[config.mk]
export PLATFORM = sky130hd
export DESIGN_NAME = pipeline_stall_control
export DESIGN_NICKNAME = d
export VERILOG_FILES = /design/src/rtl/pipeline_stall_control.sv
export SDC_FILE = /design/constraint.sdc
export NUM_CORES = 1
export LEC_CHECK = 0
export ABC_AREA = 1
export CORE_UTILIZATION = 25
export DETAILED_ROUTE_END_ITERATION = 10
export SYNTH_ARGS = -nofsm -noshare
export SYNTH_HDL_FRONTEND = slang
export SYNTH_SLANG_ARGS = --single-unit
[constraint.sdc]
create_clock -name i_clock -period 4.1 [get_ports i_clock]
set_input_delay 0.615 -clock i_clock [delete_from_list [all_inputs] [get_ports i_clock]]
set_output_delay 0.615 -clock i_clock [all_outputs]
set_load 0.03 [all_outputs]
[src/rtl/pipeline_stall_control.sv]
// Pipeline advance/stall controller driven by the debug unit's run/step requests.
// Produces the latch enables, flush and bubble controls, and two saturating counters.
module pipeline_stall_control #(
  parameter int unsigned CANT_BITS_CONTADOR = 32
) (
  input  logic                          i_clock,
  input  logic                          i_reset,
  input  logic                          i_enable_ejecucion,
  input  logic                          i_step,
  input  logic                          i_bit_burbuja,
  input  logic                          i_branch_taken,
  input  logic                          i_halt_wb,
  output logic                          o_enable_pc,
  output logic                          o_enable_if_id,
  output logic                          o_flush_if_id,
  output logic                          o_nop_id_ex,
  output logic                          o_enable_etapas,
  output logic                          o_halted,
  output logic [CANT_BITS_CONTADOR-1:0] o_contador_ciclos,
  output logic [CANT_BITS_CONTADOR-1:0] o_contador_burbujas
);

  typedef enum logic [1:0] {StEspera, StRun, StStep, StHalt} state_e;

  localparam logic [CANT_BITS_CONTADOR-1:0] CntMax = {CANT_BITS_CONTADOR{1'b1}};
  localparam logic [CANT_BITS_CONTADOR-1:0] CntOne = {{(CANT_BITS_CONTADOR-1){1'b0}}, 1'b1};

  state_e                          state_q, state_d;
  logic [CANT_BITS_CONTADOR-1:0]   ciclos_q, ciclos_d;
  logic [CANT_BITS_CONTADOR-1:0]   burbujas_q, burbujas_d;
  logic                            advance;

  // Reset is gated in so a reset cycle never advances the pipeline or counts.
  assign advance = i_reset && ((state_q == StRun) || (state_q == StStep));

  always_ff @(posedge i_clock) begin
    if (!i_reset) begin
      state_q    <= StEspera;
      ciclos_q   <= '0;
      burbujas_q <= '0;
    end else begin
      state_q    <= state_d;
      ciclos_q   <= ciclos_d;
      burbujas_q <= burbujas_d;
    end
  end

  always_comb begin
    state_d = state_q;
    unique case (state_q)
      StEspera: begin
        if (i_enable_ejecucion) begin
          state_d = StRun;
        end else if (i_step) begin
          state_d = StStep;
        end
      end
      StRun: begin
        if (i_halt_wb) begin
          state_d = StHalt;
        end else if (!i_enable_ejecucion) begin
          state_d = StEspera;
        end
      end
      StStep: begin
        state_d = i_halt_wb ? StHalt : StEspera;
      end
      StHalt: begin
        state_d = StHalt;
      end
      default: begin
        state_d = StEspera;
      end
    endcase
  end

  always_comb begin
    o_enable_pc     = 1'b0;
    o_enable_if_id  = 1'b0;
    o_flush_if_id   = 1'b0;
    o_nop_id_ex     = 1'b0;
    o_enable_etapas = 1'b0;
    if (advance) begin
      o_enable_etapas = 1'b1;
      if (i_bit_burbuja) begin
        // Load-use stall dominates a taken branch; the branch re-resolves next cycle.
        o_nop_id_ex = 1'b1;
      end else begin
        o_enable_pc    = 1'b1;
        o_enable_if_id = 1'b1;
        o_flush_if_id  = i_branch_taken;
      end
    end
    o_halted = (state_q == StHalt);
  end

  always_comb begin
    ciclos_d   = ciclos_q;
    burbujas_d = burbujas_q;
    if (advance && (ciclos_q != CntMax)) begin
      ciclos_d = ciclos_q + CntOne;
    end
    if (advance && i_bit_burbuja && (burbujas_q != CntMax)) begin
      burbujas_d = burbujas_q + CntOne;
    end
  end

  assign o_contador_ciclos   = ciclos_q;
  assign o_contador_burbujas = burbujas_q;

endmodule

* Word level (Yosys, flattened, before mapping)
Index checks and enable logic that the tools add are counted.
** Storage, ports and cells
- Register bits :: 66
- Bits in latches :: 0
- RAM bits :: 0
- Bits in read-only memories :: 0
- Input bits :: 7
- Output and inout bits :: 70
- Word-level logic and storage cells :: 32
- Memories :: 0
** Operators by class
- Add/subtract/negate cells :: 2
- Multipliers :: 0
- Divide/modulo/power cells :: 0
- Order comparisons :: 0
- Equality and inequality tests :: 7
- Shift operators :: 0
- Mux-type cells :: 13
- Bitwise logic cells :: 0
- Reductions and logical operators :: 7
** Operator list (number)
- $add A32 B1 Y32 const B :: 2
- $ne A32 B32 Y1 const B :: 2
- $mux W2 :: 5
- $pmux W2 S4 :: 1
- $mux W1 :: 7
- $ne A3 B3 Y1 const B :: 2
- $eq A2 B2 Y1 const B :: 2
- $logic_and A1 B1 Y1 :: 4
- $eq A2 B1 Y1 const B :: 1
- $logic_not A2 Y1 :: 1
- $reduce_and A2 Y1 :: 1
- $logic_or A1 B1 Y1 :: 1

* Longest topological paths before layout
- Depth after elaboration :: 5
- Depth in mapped cells :: 12
- Mapped depth without buffers :: 11

* Least setup slack after synthesis
Ideal clock, no wire load.
- Path kind :: reg2out
- Start point :: reg state_q[0]
- End point :: out o_enable_pc
- Data arrival time :: 1655 ps
- Required time :: 3485 ps
- Setup slack :: 1830 ps
- Cell stages (with the launch flop) :: 7
- Path buffers :: 2
- Path through :: dfxtp_1 -> inv_1 -> ha_1 -> nand2_1 -> buf_2 -> nor2_1 -> buf_4
** On the way
- Word-level cells in the longest chain between the ends :: 4
- Elaborated cells on any way between the ends :: 5
- Classes of those cells :: 2 x eq/ne; 1 x mux; 2 x reduce/logical
** RTL lines
- from (decl) :: RTL line 28 : state_e state_q, state_d;
- from (signal assigned) :: RTL line 38 : state_q <= StEspera;
- from (signal assigned) :: RTL line 42 : state_q <= state_d;
- $eq A2 B1 Y1 or $eq A2 B2 Y1 (tied branches) :: RTL line 34 : assign advance = i_reset && ((state_q == StRun) || (state_q == StStep));
- $logic_or A1 B1 Y1 (*) :: RTL line 34
- $logic_and A1 B1 Y1 (*) :: RTL line 34
- $mux W1 (*)
- to (decl) :: RTL line 13 : output logic o_enable_pc,
Mark *: on every way between the ends. The rest lies on a longest branch, timed or not.

* Worst setup path in the final report
- Start point :: reg state_q[0]
- End point :: out o_nop_id_ex
** On the way
- Word-level cells in the longest chain between the ends :: 4
- Elaborated cells on any way between the ends :: 5
- Classes of those cells :: 2 x eq/ne; 1 x mux; 2 x reduce/logical
** RTL lines
- $eq A2 B1 Y1 or $eq A2 B2 Y1 (tied branches) :: RTL line 34
- $logic_or A1 B1 Y1 (*) :: RTL line 34
- $logic_and A1 B1 Y1 (*) :: RTL line 34
- $mux W1 (*) :: RTL line 83 : if (advance) begin
- to (decl) :: RTL line 16 : output logic o_nop_id_ex,
Marked as above.

==> flow_summary.ini <==
[sta]
fin_crit_ns = 3.10
fin_skew_ns = 0.00564
slew_headroom = 0.262
finalCritPeriodShare = 0.757
setup_viol = 0
drv_slew = 0
fin_tns_setup_ns = 0
grt_setup_unrepaired = false
hold_ws_ns = 0.484
final-hold-violation-count = 0
max_freq_mhz = 322
worst_pin_slew_ns = 1.10

[synthesis]
synth_cell_type_count = 30
synth-seq-cells = 66
synthDominantCellAreaShare = 0.316
yosysSeqAreaShare = 0.316
netlist_instances = 707
synth_fa_ha_area_frac = 0.0180
synth_top_cell_by_area = dfxtp_1
synth_compound_area_frac = 0.0659
synth.area.top_cells = dfxtp_1 32%, nand2_1 19%, nor2_1 15%
synth_edf_count = 0
synth_xor_area_frac = 0.0147
synth_top_family_by_area = simple AND/OR/NAND/NOR gates
synthTopCellsByCount = 215 x nand2_1, 166 x nor2_1, 66 x dfxtp_1, 66 x inv_1, 61 x nand3_1
synthFlopType = dfxtp_1
syn_avg_cell_area_um2 = 5.91
synthMuxAreaShare = 0
yosysMostFrequentCell = nand2_1
synthSimpleGateAreaFrac = 0.498
syn-num-nets = 720
syn_area_mm2 = 0.00418
synthArstFlopShare = 0
yosysWarnings = 0

[grt]
grt_pass1_vias = 4183
grt_first_pass_wirelength_um = 20800
antenna_found_initial = 0
grt_start_max_net_pins = 56
grt-ovfl-total = 0
grt.total_usage = 0.150

[run_status]
status = complete, no violations

[place]
dp_cells = 981
gp_congestion = 0.880
portBuffers = 76
dp_hpwl_um = 8910

[clock_tree]
cts.clk_slew.worst_paths_ns = 0.05
cts_setup_buffers = 0
numClockSinks = 66
cts_resized = 0
cts_root_buffer = clkbuf_16
h-tree-depth = 3
cts_hold_buffers = 0
cts_buffers = 9
cts_tree = built
insertion_delay_ns = 0.35
cts_buffer_depth = 2

[critical_path]
arrival_ns = 2.49
cp_max_fo = 18
crit_required_ns = 3.48
crit_path_end_kind = output port
r2r_cells = 8
crit_type = flop to output port
cp-start-kind = flop

[cells_and_area]
fin_nets = 789
multi_input_area_mm2 = 0.00249
synthToLayoutAreaGrowth_pct = 29.2
instances_no_fill = 997
fin_util = 0.335
drive_gt1_frac = 0.0423
antennaDiodeCount = 0
seqCellArea_mm2 = 0.00132
fillCellCount = 1771

[die]
fp-row-count = 46
die_w_um = 131
core_area_mm2 = 0.0161
dieArea_mm2 = 0.0172
ioPinCount = 77
dieHeight_um = 131
initial_core_util = 0.259

[routing]
drc = 0
routed_wl_um = 12300
drt_pass1_iterations = 6
ant_nets = 0
num_vias = 4501
avgViaCountPerCell = 4.51
drt_iter0_markers = 224
avgRoutedWirePerCell_um = 12.4

[job]
maxCapViolCount = 0

[hold_path]
hold-path-cell-count = 2
min_path_type = flop to flop

[power_and_ir_drop]
p_leak_nw = 2.07
p_per_area_mw_per_mm2 = 368
ir_drop_uv = 187
worst max-delay path: stages (launching register included):
cell	delay, ns
dfxtp_1	0.37
inv_1	0.08
ha_1	0.31
nand2_1	0.27
nor2_4	0.15
buf_4	0.24
clkdlybuf4s50_1	0.71
registers in the layout, indices dropped and copies added, names as in the netlist:
signal,count
state_q,2
o_contador_burbujas,32
o_contador_ciclos,32
final timing paths:
path / startpoint / endpoint / slack [ns]
hold reg to reg: state_q[1] / state_q[1] / 0.48
setup / recovery: state_q[0] / o_nop_id_ex / 1.0
setup reg to reg: o_contador_burbujas[0] / o_contador_burbujas[12] / 1.55
hold / removal: state_q[1] / state_q[1] / 0.48
cell families (layout without fill, tap and decap cells):
kind of cell               Yosys count  after routing
adders and majority gates            6              6
and+or+nand+nor                    488            488
buffers and inverters               86            160
AOI/OAI and AO/OA                   54             54
DFF                                 66             66
xor gates and xnor gates             7              7
stage by stage:
step	cell area, µm²	setup slack, ns	power [mW]
floorplan	4180	1.83	1.06
detailed placement	5100	1.22	1.21
finish	5400	0.997	1.99
CTS	5400	0.954	2.03
global route	5400	0.811	2.11
global placement	5100	1.23	1.21
report_power, final:
part	leakage, nW	total [mW]	switching, mW	internal [mW]
sequential	0.533	0.737	0.0553	0.682
clock	0.147	0.795	0.292	0.503
combinational	1.39	0.457	0.296	0.160
total	2.07	1.99	0.644	1.35
layout by cell type (no fill, tap or decap):
cell type and n:
nand2_4 1, nand4_1 13, clkbuf_16 9, nand2_1 215, buf_2 1, nand2_2 5, inv_1 66, and2_1 1
nor2_8 1, a31oi_1 3, clkdlybuf4s50_1 75, xnor2_1 2, nand3_1 61, dfxtp_1 66, clkinv_2 1, o22ai_1 1
xor2_1 5, nor2_4 3, clkbuf_8 2, a21oi_1 47, bufinv_16 1, o21ai_0 3, nor3b_1 1, nand3_2 5
nor2_2 1, buf_4 2, and3_1 1, nand3b_1 3, clkbuf_1 3, ha_1 6, nor3_1 10, nand3_4 1
nor2_1 166
final cells by class:
cell class	count	area share
tap	216	0.0500
sequential	66	0.245
inverter	66	0.0459
timing repair buffer	78	0.143
clock inverter	2	0.00649
multi-input combinational	555	0.461
clock buffer	14	0.0489
per-layer routing:
layer  GRT usage  up-vias  wire, µm
li1            -     2368         -
met1       0.186     1990      5760
met2       0.247      123      5600
met3      0.0390       20       724
met4      0.0607        0       267
met5           0        -         0
No activity file was read; power rests on OpenSTA's default activity.
==> RTL change 1, RTL diff (same flow settings) <==
The 4 states of `state_e` get a one-hot encoding in 4 bits.
--- a/src/rtl/pipeline_stall_control.sv
+++ b/src/rtl/pipeline_stall_control.sv
@@ -20,7 +20,7 @@
   output logic [CANT_BITS_CONTADOR-1:0] o_contador_burbujas
 );
 
-  typedef enum logic [1:0] {StEspera, StRun, StStep, StHalt} state_e;
+  typedef enum logic [3:0] {StEspera = 4'b0001, StRun = 4'b0010, StStep = 4'b0100, StHalt = 4'b1000} state_e;
 
   localparam logic [CANT_BITS_CONTADOR-1:0] CntMax = {CANT_BITS_CONTADOR{1'b1}};
   localparam logic [CANT_BITS_CONTADOR-1:0] CntOne = {{(CANT_BITS_CONTADOR-1){1'b0}}, 1'b1};
Check against the original RTL: no difference found for any inputs over 10 cycles, from zero or initial values and one cycle with i_reset low; not proved beyond that.
==> RTL change 1 against the unedited design <==
- final cell count up 0.20%
- sequential cell count up 2
- wire length down 1.2%
- critical path depth down 1
- synthesized cell count down 0.14%
- setup slack better by 0.058 ns
- design area up 0.30%
- area after synthesis up 0.72%
- die area up 0.71%
- count of clock-buffer cells in the layout unchanged
- largest cell class unchanged
Power is not compared: it rests on default switching activity, and its combinational part moved more than twofold at a synthesized area within 25%.
==> RTL change 1: results (changes against the unedited design) <==
stage	metric	value	unit	change
global_routing	largest net degree at the start of global routing	55		-1.8%
outcome	status	finished clean		
placement	Placed Area	5130	um2	+0.52%
yosys	Mapped Nets	715		-0.69%
drt	drt via density	4.46		-1.2%
cells_and_area	fillcell total	1794		+1.3%
clock_network	clock sink count	68		+3.0%
cells_and_area	Inverters	59		-11%
timing	Worst-Margin Slew	0.650	ns	-0.454 ns
yosys	Commonest cells post-synth	205 x nand2_1, 176 x nor2_1, 68 x dfxtp_1		
yosys	Synth Instances	706		-0.14%
global_routing	vias in the first global route	4095		-2.1%
setup_path	r2r worst-path depth	10		+2
drt	number of DRC markers in iteration 0	351		+57%
cells_and_area	Reg area	1360	um2	+3.0%
setup_path	WP data arrival	2.43	ns	-0.06 ns
cells_and_area	NonClk Buf Share	0.142		-0.000428
min_path	Hold EP	o_contador_ciclos[1]		
setup_path	Max FO, Critical Path	26		+8
min_path	HP Start	o_contador_ciclos[1]		
drt	total wire length	12.2	mm	-1.2%
timing	Layout Skew	0.00668	ns	+0.00104 ns
cells_and_area	Area Growth Syn to Fin	28.7	%	
cells_and_area	Final clock-cell share	0.0534		-0.00201
placement	pre-CTS WS	1.03	ns	-0.188 ns
placement	HPWL Detailed	8.93	mm	+0.17%
setup_path	Reg-to-Reg End	o_contador_burbujas[0]		
setup_path	CP Launch Point	i_bit_burbuja		
yosys	Seq/Total Area, Yosys	0.323		+0.00726
yosys	synth top area cells	dfxtp_1 32%, nand2_1 18%, nor2_1 16%		
cells_and_area	Multi-Input Combinational	559		+0.72%
cells_and_area	area of the multi-input gates	2500	um2	+0.30%
cells_and_area	layout cells sized above 1	0.0513		+0.00909
cells_and_area	finished layout cell area	5420	um2	+0.30%
power	Total Power	1.50	mW	
timing	worst hold slack	0.499	ns	+0.0152 ns
global_routing	GRT Resource Usage Total	0.145		-0.00499
clock_network	worst skew pair latency	0.33	ns	-0.02 ns
timing	crit path time final	3.05	ns	-0.0578 ns
[RTL change 1: changes by cell type in the layout (fill, tap and decap cells not counted), moves of 4 or more]
cell / before / now
xnor2_1: 2 / 6
nor2_1: 166 / 176
a21oi_1: 47 / 52
nand3_1: 61 / 66
inv_1: 66 / 56
ha_1: 6 / 2
nor3_1: 10 / 6
nand4_1: 13 / 8
nand2_1: 215 / 205
[RTL change 1: metal layers]
metal,vias up,part of all wire,global-route usage
met5,-,0,0
met2,102,0.46,0.239
met1,1978,0.48,0.189
met4,0,0.017,0.0439
li1,2360,-,-
met3,18,0.043,0.0315
[RTL change 1: worst max-delay path: stages]
cell             delay [ns]
clkdlybuf4s50_1        0.55
nand3_2                0.08
buf_4                  0.23
inv_1                  0.21
clkdlybuf4s50_1        0.73
[RTL change 1: logic make-up after synthesis]
logic type | synth area share
DFF | 0.323
adders and majority gates | 0.00594
and+or+nand+nor | 0.485
AOI/OAI and AO/OA | 0.0740
buffers and inverters | 0.0829
xor gates and xnor gates | 0.0291
==> RTL change 2, RTL diff (same settings) <==
Without the edit above. The parameter `CANT_BITS_CONTADOR` goes from 32 to 28.
--- a/src/rtl/pipeline_stall_control.sv
+++ b/src/rtl/pipeline_stall_control.sv
@@ -1,7 +1,7 @@
 // Pipeline advance/stall controller driven by the debug unit's run/step requests.
 // Produces the latch enables, flush and bubble controls, and two saturating counters.
 module pipeline_stall_control #(
-  parameter int unsigned CANT_BITS_CONTADOR = 32
+  parameter int unsigned CANT_BITS_CONTADOR = 28
 ) (
   input  logic                          i_clock,
   input  logic                          i_reset,
Interface: changed (resized o_contador_burbujas and o_contador_ciclos); port bits go from 77 to 69. The function was not compared with the original's and may differ.
==> RTL change 2 against the unedited design <==
- critical path depth shrank 1
- largest cell class unchanged
- critical path type unchanged
- combinational power is 35% lower
- setup slack worse by 0.091 ns
- area after synthesis is 13% lower
- total power is 21% lower
- highest routed layer unchanged
- design area is 13% lower
- sequential cell count fell by 8
- clock skew grew 0.0028 ns
- global-route usage down 0.17 points
- wire length decreased by 17%
- clock power shrank 15%
==> RTL change 2: results (changes against the unedited design) <==
stage	metric	value	unit	change
global_routing	vias in the first global route	3612		-14%
placement	IO Port Bufs	68		-11%
yosys	Seq/Total Area, Yosys	0.321		+0.00439
yosys	Mapped Nets	601		-17%
yosys	xor/xnor share of the synthesized area	0.0121		-0.00258
clock_network	worst skew pair latency	0.33	ns	-0.02 ns
cells_and_area	Total Nets Final	665		-16%
global_routing	largest net degree at the start of global routing	49		-13%
global_routing	first-pass GRT wire length	17.5	mm	-16%
power	Switch Pwr	464	uW	-28%
cells_and_area	layout cells sized above 1	0.0566		+0.0143
setup_path	r2r worst-path depth	9		+1
drt	drt via density	4.56		+1.1%
timing	period utilisation layout	0.779		+0.0221
yosys	synth top area cells	dfxtp_1 32%, nand2_1 16%, nor2_1 13%		
placement	pre-CTS WS	1.26	ns	+0.0410 ns
placement	gpl congestion	0.902		+2.5%
yosys	post-synthesis compound-gate area fraction	0.0698		+0.00391
timing	slew margin rel.	0.487		+0.224
placement	HPWL Detailed	7.48	mm	-16%
global_routing	GRT Resource Usage Total	0.148		-0.00172
placement	placed cells	821		-16%
drt	Initial DRT Pass Iterations	5		-1
power	Gate power share	0.189		-0.041
outcome	status	finished clean		
drt	total wire length	10.3	mm	-17%
yosys	library cells used by synthesis	32		+6.7%
clock_network	CTS H-tree depth	3		unchanged
power	clock share of power	0.428		+0.028
setup_path	internal reg-to-reg setup slack	1.83	ns	+0.28 ns
yosys	Commonest cells post-synth	153 x nand2_1, 128 x nor2_1, 74 x nand3_1		
power	leakage power total	1.72	nW	-17%
clock_network	post-CTS setup buffer count	0		unchanged
power	Total Power	1.58	mW	-21%
drt	number of DRC markers in iteration 0	252		+13%
setup_path	WP data arrival	2.58	ns	+0.09 ns
yosys	adder-cell share of the synthesized area	0.0207		+0.00276
cells_and_area	fillcell total	1545		-13%
yosys	Mapped Avg Cell Area	6.16	um2	+4.2%
power	IR drop worst, VDD	0.182	mV	-2.4%
timing	Layout Skew	0.00846	ns	+0.00281 ns
RTL change 2: worst paths after layout:
check	from	endpoint
worst max-delay path	state_q[0]	o_enable_etapas
worst max register to register	state_q[0]	o_contador_burbujas[21]
worst min register to register	state_q[1]	state_q[1]
worst min-delay path	state_q[1]	state_q[1]
RTL change 2: area by class of cell:
cell class / instances / area (um2) / share of cell area
repair buffers: 69 / 683 / 0.146
clock buffers: 13 / 260 / 0.0557
multi-input cells: 461 / 2140 / 0.459
inverters: 53 / 200 / 0.0428
flip-flops and latches: 58 / 1160 / 0.248
well taps: 180 / 225 / 0.0482
RTL change 2: routing by layer:
metal  GRT usage  wire length, um  vias to the layer above
li1            -                -                     2019
met1       0.184             4910                     1656
met2       0.244             4630                      106
met3      0.0386              494                       24
met4      0.0572              261                        0
met5           0                0                        -
RTL change 2: worst max-delay path, cell delays in order, from the launching register on:
cell,delay [ns]
dfxtp_1,0.37
inv_1,0.08
ha_1,0.33
nand2_1,0.40
clkinv_2,0.38
clkdlybuf4s50_1,0.70
